File: src/rtl/exp_align_pkg.sv
// Shared constants for the posit FMA exponent path.
// Mode encodings, lane geometry and the shift clamp helper.
package exp_align_pkg;

  localparam logic [1:0] MODE_Q4  = 2'b00;
  localparam logic [1:0] MODE_Q2  = 2'b01;
  localparam logic [1:0] MODE_Q1  = 2'b10;
  localparam logic [1:0] MODE_RSV = 2'b11;

  localparam int EXP_W     = 20;
  localparam int LANE_W_Q4 = 5;
  localparam int LANE_W_Q2 = 10;
  localparam int LANE_W_Q1 = 20;
  localparam int NUM_LANES = 4;
  localparam int SH_W      = 8;
  localparam int SHAMT_W   = NUM_LANES * SH_W;
  localparam int MAG_W     = LANE_W_Q1 + 1;

  function automatic logic [SH_W-1:0] sat_clamp(
    input logic [MAG_W-1:0] mag,
    input logic [SH_W-1:0]  sat
  );
    logic [SH_W-1:0] r;
    if (mag > {{(MAG_W-SH_W){1'b0}}, sat})
      r = sat;
    else
      r = mag[SH_W-1:0];
    return r;
  endfunction

endpackage

File: src/rtl/exp_align_stage_cmp.sv
// Per-lane signed exponent compare/subtract.
// Emits the larger exponent, the swap flag and |E-F|.
module exp_lane_cmp #(
  parameter int W = 5
) (
  input  logic [W-1:0] a_i,
  input  logic [W-1:0] b_i,
  output logic [W-1:0] max_o,
  output logic         swap_o,
  output logic [W:0]   mag_o
);

  logic [W:0] d;

  // One extra bit keeps the difference exact.
  assign d      = {a_i[W-1], a_i} - {b_i[W-1], b_i};
  assign swap_o = d[W];
  assign max_o  = swap_o ? b_i : a_i;
  assign mag_o  = swap_o ? (~d + {{W{1'b0}}, 1'b1}) : d;

endmodule

File: src/rtl/exp_align_stage.sv
// Two-deep valid/ready exponent alignment stage.
// s1 holds raw exponents, s2 holds max/swap/shamt.
module exp_align_stage
  import exp_align_pkg::*;
#(
  parameter int SAT_M0 = 8,
  parameter int SAT_M1 = 16,
  parameter int SAT_M2 = 32
) (
  input  logic        clk,
  input  logic        rst,
  input  logic        in_valid,
  output logic        in_ready,
  input  logic [1:0]  mode,
  input  logic [19:0] exp_E,
  input  logic [19:0] exp_F,
  output logic        out_valid,
  input  logic        out_ready,
  output logic [1:0]  out_mode,
  output logic [19:0] exp_max,
  output logic [3:0]  swap,
  output logic [31:0] shamt,
  output logic        illegal
);

  localparam logic [SH_W-1:0] SAT0 = SH_W'(SAT_M0);
  localparam logic [SH_W-1:0] SAT1 = SH_W'(SAT_M1);
  localparam logic [SH_W-1:0] SAT2 = SH_W'(SAT_M2);

  logic             s1_v_q;
  logic [1:0]       s1_mode_q;
  logic [EXP_W-1:0] s1_e_q;
  logic [EXP_W-1:0] s1_f_q;

  logic             s2_v_q;
  logic [1:0]       s2_mode_q;
  logic [EXP_W-1:0] s2_max_q;
  logic [3:0]       s2_swap_q;
  logic [31:0]      s2_sh_q;
  logic             s2_ill_q;

  logic [EXP_W-1:0] max_d;
  logic [3:0]       swap_d;
  logic [31:0]      sh_d;
  logic             ill_d;

  logic s1_adv;
  logic s2_adv;

  assign s2_adv   = !s2_v_q || out_ready;
  assign s1_adv   = !s1_v_q || s2_adv;
  assign in_ready = s1_adv;

  logic [4:0]  m5 [4];
  logic [3:0]  sw5;
  logic [5:0]  g5 [4];
  logic [9:0]  m10 [2];
  logic [1:0]  sw10;
  logic [10:0] g10 [2];
  logic [19:0] m20;
  logic        sw20;
  logic [20:0] g20;

  for (genvar k = 0; k < 4; k++) begin : g_q4
    exp_lane_cmp #(.W(LANE_W_Q4)) u_cmp (
      .a_i    (s1_e_q[5*k +: 5]),
      .b_i    (s1_f_q[5*k +: 5]),
      .max_o  (m5[k]),
      .swap_o (sw5[k]),
      .mag_o  (g5[k])
    );
  end

  for (genvar k = 0; k < 2; k++) begin : g_q2
    exp_lane_cmp #(.W(LANE_W_Q2)) u_cmp (
      .a_i    (s1_e_q[10*k +: 10]),
      .b_i    (s1_f_q[10*k +: 10]),
      .max_o  (m10[k]),
      .swap_o (sw10[k]),
      .mag_o  (g10[k])
    );
  end

  exp_lane_cmp #(.W(LANE_W_Q1)) u_cmp_q1 (
    .a_i    (s1_e_q),
    .b_i    (s1_f_q),
    .max_o  (m20),
    .swap_o (sw20),
    .mag_o  (g20)
  );

  always_comb begin
    max_d  = '0;
    swap_d = '0;
    sh_d   = '0;
    ill_d  = 1'b0;
    unique case (1'b1)
      (s1_mode_q == MODE_Q4): begin
        for (int k = 0; k < 4; k++) begin
          max_d[5*k +: 5]  = m5[k];
          swap_d[k]        = sw5[k];
          sh_d[8*k +: 8]   = sat_clamp(MAG_W'(g5[k]), SAT0);
        end
      end
      (s1_mode_q == MODE_Q2): begin
        for (int k = 0; k < 2; k++) begin
          max_d[10*k +: 10] = m10[k];
          swap_d[k]         = sw10[k];
          sh_d[8*k +: 8]    = sat_clamp(MAG_W'(g10[k]), SAT1);
        end
      end
      (s1_mode_q == MODE_Q1): begin
        max_d     = m20;
        swap_d[0] = sw20;
        sh_d[7:0] = sat_clamp(g20, SAT2);
      end
      default: ill_d = 1'b1;
    endcase
  end

  always_ff @(posedge clk) begin
    if (rst) begin
      s1_v_q    <= 1'b0;
      s1_mode_q <= '0;
      s1_e_q    <= '0;
      s1_f_q    <= '0;
    end else if (s1_adv) begin
      s1_v_q <= in_valid;
      if (in_valid) begin
        s1_mode_q <= mode;
        s1_e_q    <= exp_E;
        s1_f_q    <= exp_F;
      end
    end
  end

  always_ff @(posedge clk) begin
    if (rst) begin
      s2_v_q    <= 1'b0;
      s2_mode_q <= '0;
      s2_max_q  <= '0;
      s2_swap_q <= '0;
      s2_sh_q   <= '0;
      s2_ill_q  <= 1'b0;
    end else if (s2_adv) begin
      s2_v_q <= s1_v_q;
      if (s1_v_q) begin
        s2_mode_q <= s1_mode_q;
        s2_max_q  <= max_d;
        s2_swap_q <= swap_d;
        s2_sh_q   <= sh_d;
        s2_ill_q  <= ill_d;
      end
    end
  end

  assign out_valid = s2_v_q;
  assign out_mode  = s2_mode_q;
  assign exp_max   = s2_max_q;
  assign swap      = s2_swap_q;
  assign shamt     = s2_sh_q;
  assign illegal   = s2_ill_q;

endmodule

File: config.mk
export PLATFORM = sky130hd
export DESIGN_NAME = exp_align_stage
export DESIGN_NICKNAME = d
export VERILOG_FILES = /design/src/rtl/exp_align_pkg.sv /design/src/rtl/exp_align_stage_cmp.sv /design/src/rtl/exp_align_stage.sv
export SDC_FILE = /design/constraint.sdc
export NUM_CORES = 1
export LEC_CHECK = 0
export CORE_MARGIN = 2
export CORE_UTILIZATION = 30
export CTS_CLUSTER_SIZE = 8
export DETAILED_ROUTE_END_ITERATION = 7
export HOLD_SLACK_MARGIN = 0.02
export PLACE_DENSITY = 0.57
export SYNTH_ARGS = -nofsm -noshare
export SYNTH_HDL_FRONTEND = slang
export SYNTH_HIERARCHICAL = 1
export SYNTH_SLANG_ARGS = --single-unit
File: constraint.sdc
create_clock -name clk -period 6.2 [get_ports clk]
set_input_delay 1.24 -clock clk [delete_from_list [all_inputs] [get_ports clk]]
set_output_delay 1.24 -clock clk [all_outputs]
set_load 0.02 [all_outputs]
==> results of run 1 <==
## metrics by stage
| step | power, mW | hold slack (ns) |
|---|---|---|
| final | 2.572 | 0.4557 |
| after global routing | 2.757 | 0.4816 |
| after CTS | 2.588 | 0.4570 |
| after detailed placement | 1.972 | 0.4436 |
| after global placement | 1.961 | 0.4406 |
| after floorplan | 1.709 | 0.4623 |
## path summary, 6_finish.rpt
check	from	endpoint	slack [ns]	depth (start not counted)
hold / removal	swap[2]	swap[2]	0.46	2
setup reg to reg	s1_e_q[0]	shamt[5]	1.66	16
setup / recovery	s1_e_q[0]	shamt[5]	1.66	16
hold reg to reg	swap[2]	swap[2]	0.46	2
## cells by family after synthesis
family / Yosys count / share of synthesized area, %
AND/OR/NAND/NOR: 449 / 24.23
XOR/XNOR: 85 / 8.178
flip-flops: 99 / 20.93
other: 1 / 0.03960
adder cells (fa/ha/maj): 74 / 10.33
multiplexers: 33 / 3.633
AO/OA/AOI/OAI: 334 / 24.63
buffers and inverters: 159 / 8.033
## power breakdown
group / total [mW] / internal (mW) / switching [mW]
clock: 0.604 / 0.321 / 0.283
sequential: 0.717 / 0.670 / 0.0472
combinational: 1.25 / 0.506 / 0.746
## cells in the mapped netlist, types with 13 or more instances
master    instances  share of area, %
xnor2_1          55               5.1
a211oi_1         16               1.3
nor3_1           22               1.2
inv_1            93               3.7
nand3_1          26               1.4
a211oi_2         14               1.8
ha_1             67               8.9
nor2_1           84               3.3
a21oi_1          91               4.8
nand2_1         199               7.9
clkbuf_1         13              0.52
o21ai_0          61               3.2
dfxtp_1          99                21
a21oi_2          16               1.5
a21o_1           16               1.3
mux2i_1          22               2.3
xor2_1           26               2.4
o21ai_1          21               1.1
buf_2            23               1.2
## flip-flops by register name, indices dropped and copies added, names as in the netlist, 2 cells and up
name	count
shamt	28
exp_max	20
s1_e_q	20
s1_f_q	20
swap	4
out_mode	2
s1_mode_q	2
## worst reg2reg max path: stages (launching register included)
cell and delay, ns:
dfxtp_1 0.38, inv_1 0.07, ha_1 0.25, fa_1 0.46, nand2b_4 0.18, a211o_1 0.36, nand3_1 0.11, o311ai_1 0.14
or3b_1 0.44, or4_4 0.55, nor3_1 0.26, a41oi_1 0.19, xnor2_1 0.17, nor4_1 0.29, and4_1 0.36, a211o_1 0.16
a21oi_1 0.06
## metal layers
| metal | up-vias | wire length (um) |
|---|---|---|
| li1 | 4417 | - |
| met1 | 4137 | 13150 |
| met2 | 217 | 13160 |
| met3 | 42 | 1353 |
| met4 | 0 | 769 |
| met5 | - | 0 |
## area by class of cell
cell class                 instances  area [sq um]  area share, %
clock buffer                       9         225.2          2.051
clock inverter                     7         85.08         0.7749
inverter                          95         356.6          3.248
multi-input combinational        979          6750          61.48
sequential                        99          1983          18.06
tap                              402         503.0          4.581
timing repair buffer             110          1076          9.801
==> qor.csv, run 1 <==
metric,value,unit
status,"finished, final reports clean",
Sink Count,99,
post-route non-filler standard cell count,1701,
Async SR Flop Fraction,0,%
first-pass GRT wire length,45820,um
HPWL Detailed,21570,um
boundary pin count,107,
"Clk pin slew, worst setup/hold paths",0.09,ns
post-route ant nets,0,
Final setup viols,0,
"Area growth, synth to finish",15.93,%
FP Rows,65,
largest net degree at the start of global routing,50,
Core ar.,31310,sq um
slew margin rel.,29.97,%
Hold WC Path Type,flip-flop to flip-flop,
Max Cap Viol,0,
#FFs+latches synth,99,
gpl congestion,0.8909,
GR peak layer,met2,
Clock Latency Late Sink,0.37,ns
mean post-synth cell area,7.675,sq um
fin crit period,4.543,ns
Layout Utilization,35.06,%
Post-Route Setup TNS,0,ns
Longest Clk Path Bufs,2,
synthesized instance count,1234,
Crit. End Element,flip-flop,
Critical Path AT,4.77,ns
total CTS buffers,9,
"commonest non-fill, non-tap cell in the layout",nand2_1,
root buffer cell,clkbuf_16,
top_reg_cell synth,dfxtp_1,
GRT met1 Usage,22.41,%
initial antenna violation count,0,
Initial DRT Pass Iterations,5,
Lkg Pwr,4.096,nW
GRT met2 Usage,29.72,%
vias in the first global route,8458,
Fillers,3261,
placed cell area,10670,sq um
Max Clock Skew,0.01680,ns
DP Cell Count,1685,
final net count,1414,
Post-synth EDFFs,0,
via/cell ratio,5.181,
Initial Util,30.25,%
"Seq/Total Area, Yosys",20.93,%
DIE HEIGHT,181.7,um
post-route worst setup slack,1.657,ns
Post-CTS Setup Repair Bufs,0,
met3 usage,2.627,%
most frequent cells in the layout,"nand2_1 (199), clkdlybuf4s50_1 (101), dfxtp_1 (98)",
slew at the pin closest to its max-slew limit,1.047,ns
PD cells,234.3,nW/um^2
crit-path leading delay family,simple AND/OR/NAND/NOR gates,
Max IR drop VDD,0.0001370,V
post-cts resize count,0,
Crit path buffers/inverters,1,
critical path launch point type,flip-flop,
Routed WL,28440,um
layout cells sized above 1,10.62,%
DR WL/cell,16.72,um
n_diodes,0,
synth warn,6,
fmax,0.2201,GHz
WS Path Type,flip-flop to flip-flop,
Setup WS pre-CTS,1.717,ns
cell area after layout,10980,sq um
Critical Path RT,6.43,ns
via count,8813,
IO buf count,102,
cell mode on critical path,a211o_1,
RSZ-0062 raised after global routing,false,
total die area,33010,sq um
CP Cell Sequence,inv_1 -> ha_1 -> fa_1 -> nand2b_4 -> a211o_1 -> nand3_1 -> o311ai_1 -> or3b_1 -> or4_4 -> nor3_1 -> a41oi_1 -> xnor2_1 -> nor4_1 -> and4_1 -> a211o_1 -> a21oi_1,
Max Slew Vio Count,0,
cell area after synthesis,9470,sq um
GRT Overall Usage,17.37,%
DR DRC count,0,
max incr delay on CP,0.55,ns
Final Hold Fails,0,
"Slowest-stage cell, CP",or4_4,
fraction of the cycle the final worst path needs,73.27,%
die width,181.7,um
Synth cell types,85,
htree depth,3,
CP max FO,6,
CTS tree,yes,
GR Overflow Total,0,
DRT iter0 DRCs,558,
cts-stage hold buffer count,0,
(Power assumes the default switching activity.)
==> run 2, diff against run 1 <==
==> constraint.sdc (replaced) <==
create_clock -name clk -period 4.4 [get_ports clk]
set_input_delay 0.88 -clock clk [delete_from_list [all_inputs] [get_ports clk]]
set_output_delay 0.88 -clock clk [all_outputs]
set_load 0.02 [all_outputs]
==> qor.csv, run 2 (same netlist as run 1, synthesis figures left out) <==
metric,value,unit
status,"finished, final reports clean",
Initial DRT Pass Iterations,5,
Hold WC Path Type,flip-flop to flip-flop,
vias in the first global route,8454,
Final setup viols,0,
fmax,0.2372,GHz
Routed WL,29060,um
die width,181.7,um
DIE HEIGHT,181.7,um
DRT iter0 DRCs,465,
Final Hold Fails,0,
Max Slew Vio Count,0,
Max Clock Skew,0.01004,ns
HPWL Detailed,22410,um
r2r setup slk,0.18,ns
CP Cell Sequence,inv_1 -> ha_1 -> nor2_1 -> a211o_1 -> nand3_2 -> o311ai_2 -> or3b_1 -> or4_4 -> or4_1 -> o21ai_2 -> xnor2_1 -> nor4_1 -> and4_4 -> nand4_1 -> a31oi_1,
DR DRC count,0,
placed cell area,10800,sq um
"Area growth, synth to finish",17.74,%
Clock Latency Late Sink,0.36,ns
CP endpoint,shamt[4],
"Slowest-stage cell, CP",or4_4,
RR Startpoint,s1_f_q[5],
final net count,1433,
capturing point of the worst reg2reg path,shamt[4],
Sink Count,99,
PD cells,321.3,nW/um^2
max incr delay on CP,0.56,ns
CP max FO,9,
Critical Path AT,4.51,ns
Post-Route Setup TNS,0,ns
hold_ws,0.4547,ns
largest net degree at the start of global routing,44,
total CTS buffers,9,
WS Path Type,flip-flop to flip-flop,
n_diodes,0,
fin crit period,4.216,ns
post-route worst setup slack,0.1843,ns
Lkg Pwr,4.185,nW
via count,8893,
GR Overflow Total,0,
boundary pin count,107,
slew at the pin closest to its max-slew limit,1.079,ns
max reg flops,28,
Max Cap Viol,0,
layout cells sized above 1,12.76,%
post-route non-filler standard cell count,1719,
PnR Total Power,3.583,mW
reg2reg path depth,15,
slew margin rel.,27.82,%
Core ar.,31310,sq um
Fillers,3288,
FP Rows,65,
DR WL/cell,16.91,um
"Clk pin slew, worst setup/hold paths",0.07,ns
most frequent cells in the layout,"nand2_1 (199), clkdlybuf4s50_1 (101), dfxtp_1 (96)",
Setup WS pre-CTS,0.05638,ns
DP Cell Count,1703,
cts-stage hold buffer count,0,
post-route ant nets,0,
critical path launch point type,flip-flop,
initial antenna violation count,0,
htree depth,3,
GRT Overall Usage,17.52,%
cell area after layout,11150,sq um
Max IR drop VDD,0.0001963,V
first-pass GRT wire length,45840,um
"commonest non-fill, non-tap cell in the layout",nand2_1,
Longest Clk Path Bufs,2,
Crit. End Element,flip-flop,
via/cell ratio,5.173,
root buffer cell,clkbuf_16,
CTS tree,yes,
gpl congestion,0.8789,
Critical Path RT,4.70,ns
crit path from,s1_f_q[5],
Initial Util,30.25,%
total die area,33010,sq um
fraction of the cycle the final worst path needs,95.81,%
Layout Utilization,35.61,%
IO buf count,102,
## run 2: cell types whose count changed in the layout (fill, tap and decap cells not counted), sizes merged
cell / previous run / this run
buf: 9 / 28
bufinv: 1 / 0
clkbuf: 9 / 12
clkinv: 1 / 2
clkinvlp: 2 / 0
inv: 98 / 96
## run 2: final cells by class
class | count | area (sq um) | share of cell area (%)
timing repair buffer | 129 | 1219 | 10.93
clock buffer | 12 | 246.5 | 2.210
tap | 402 | 503.0 | 4.511
multi-input combinational | 979 | 6818 | 61.14
inverter | 95 | 356.6 | 3.198
clock inverter | 3 | 22.52 | 0.2020
sequential | 99 | 1986 | 17.81
## run 2: per-layer routing
metal,part of all wire [%],global-route usage (%)
met1,45,21.99
met2,49,31.40
met3,4.2,2.788
met4,1.5,3.967
met5,0,0
## run 2: timing repair
item,in CTS,in global routing
buffers inserted,0,1
setup endpoints to repair,0,6
resized for setup,0,17
## run 2: worst min-delay path by stage
stage,from,end,depth (start not counted)
final,swap[2],swap[2],2
after global routing,shamt[7],shamt[7],1
after CTS,swap[1],swap[1],2
after detailed placement,shamt[28],shamt[28],1
after global placement,shamt[28],shamt[28],1
after floorplan,s1_e_q[0],s1_e_q[0],2
## run 2: worst max-delay path: cells and delay by family, from the launching register on
| kind | cells | cell delay, ns |
|---|---|---|
| xor+xnor | 1 | 0.09 |
| fa+ha+maj | 1 | 0.54 |
| compound gates | 4 | 0.75 |
| buf+inv | 1 | 0.08 |
| simple gates | 8 | 2.26 |
| flops | 1 | 0.41 |
## run 2: power by group
group	internal, mW	leakage (nW)	total, mW	switching, mW
clock	0.399	0.133	0.766	0.367
sequential	0.945	0.812	1.00	0.0586
combinational	0.743	3.24	1.81	1.07
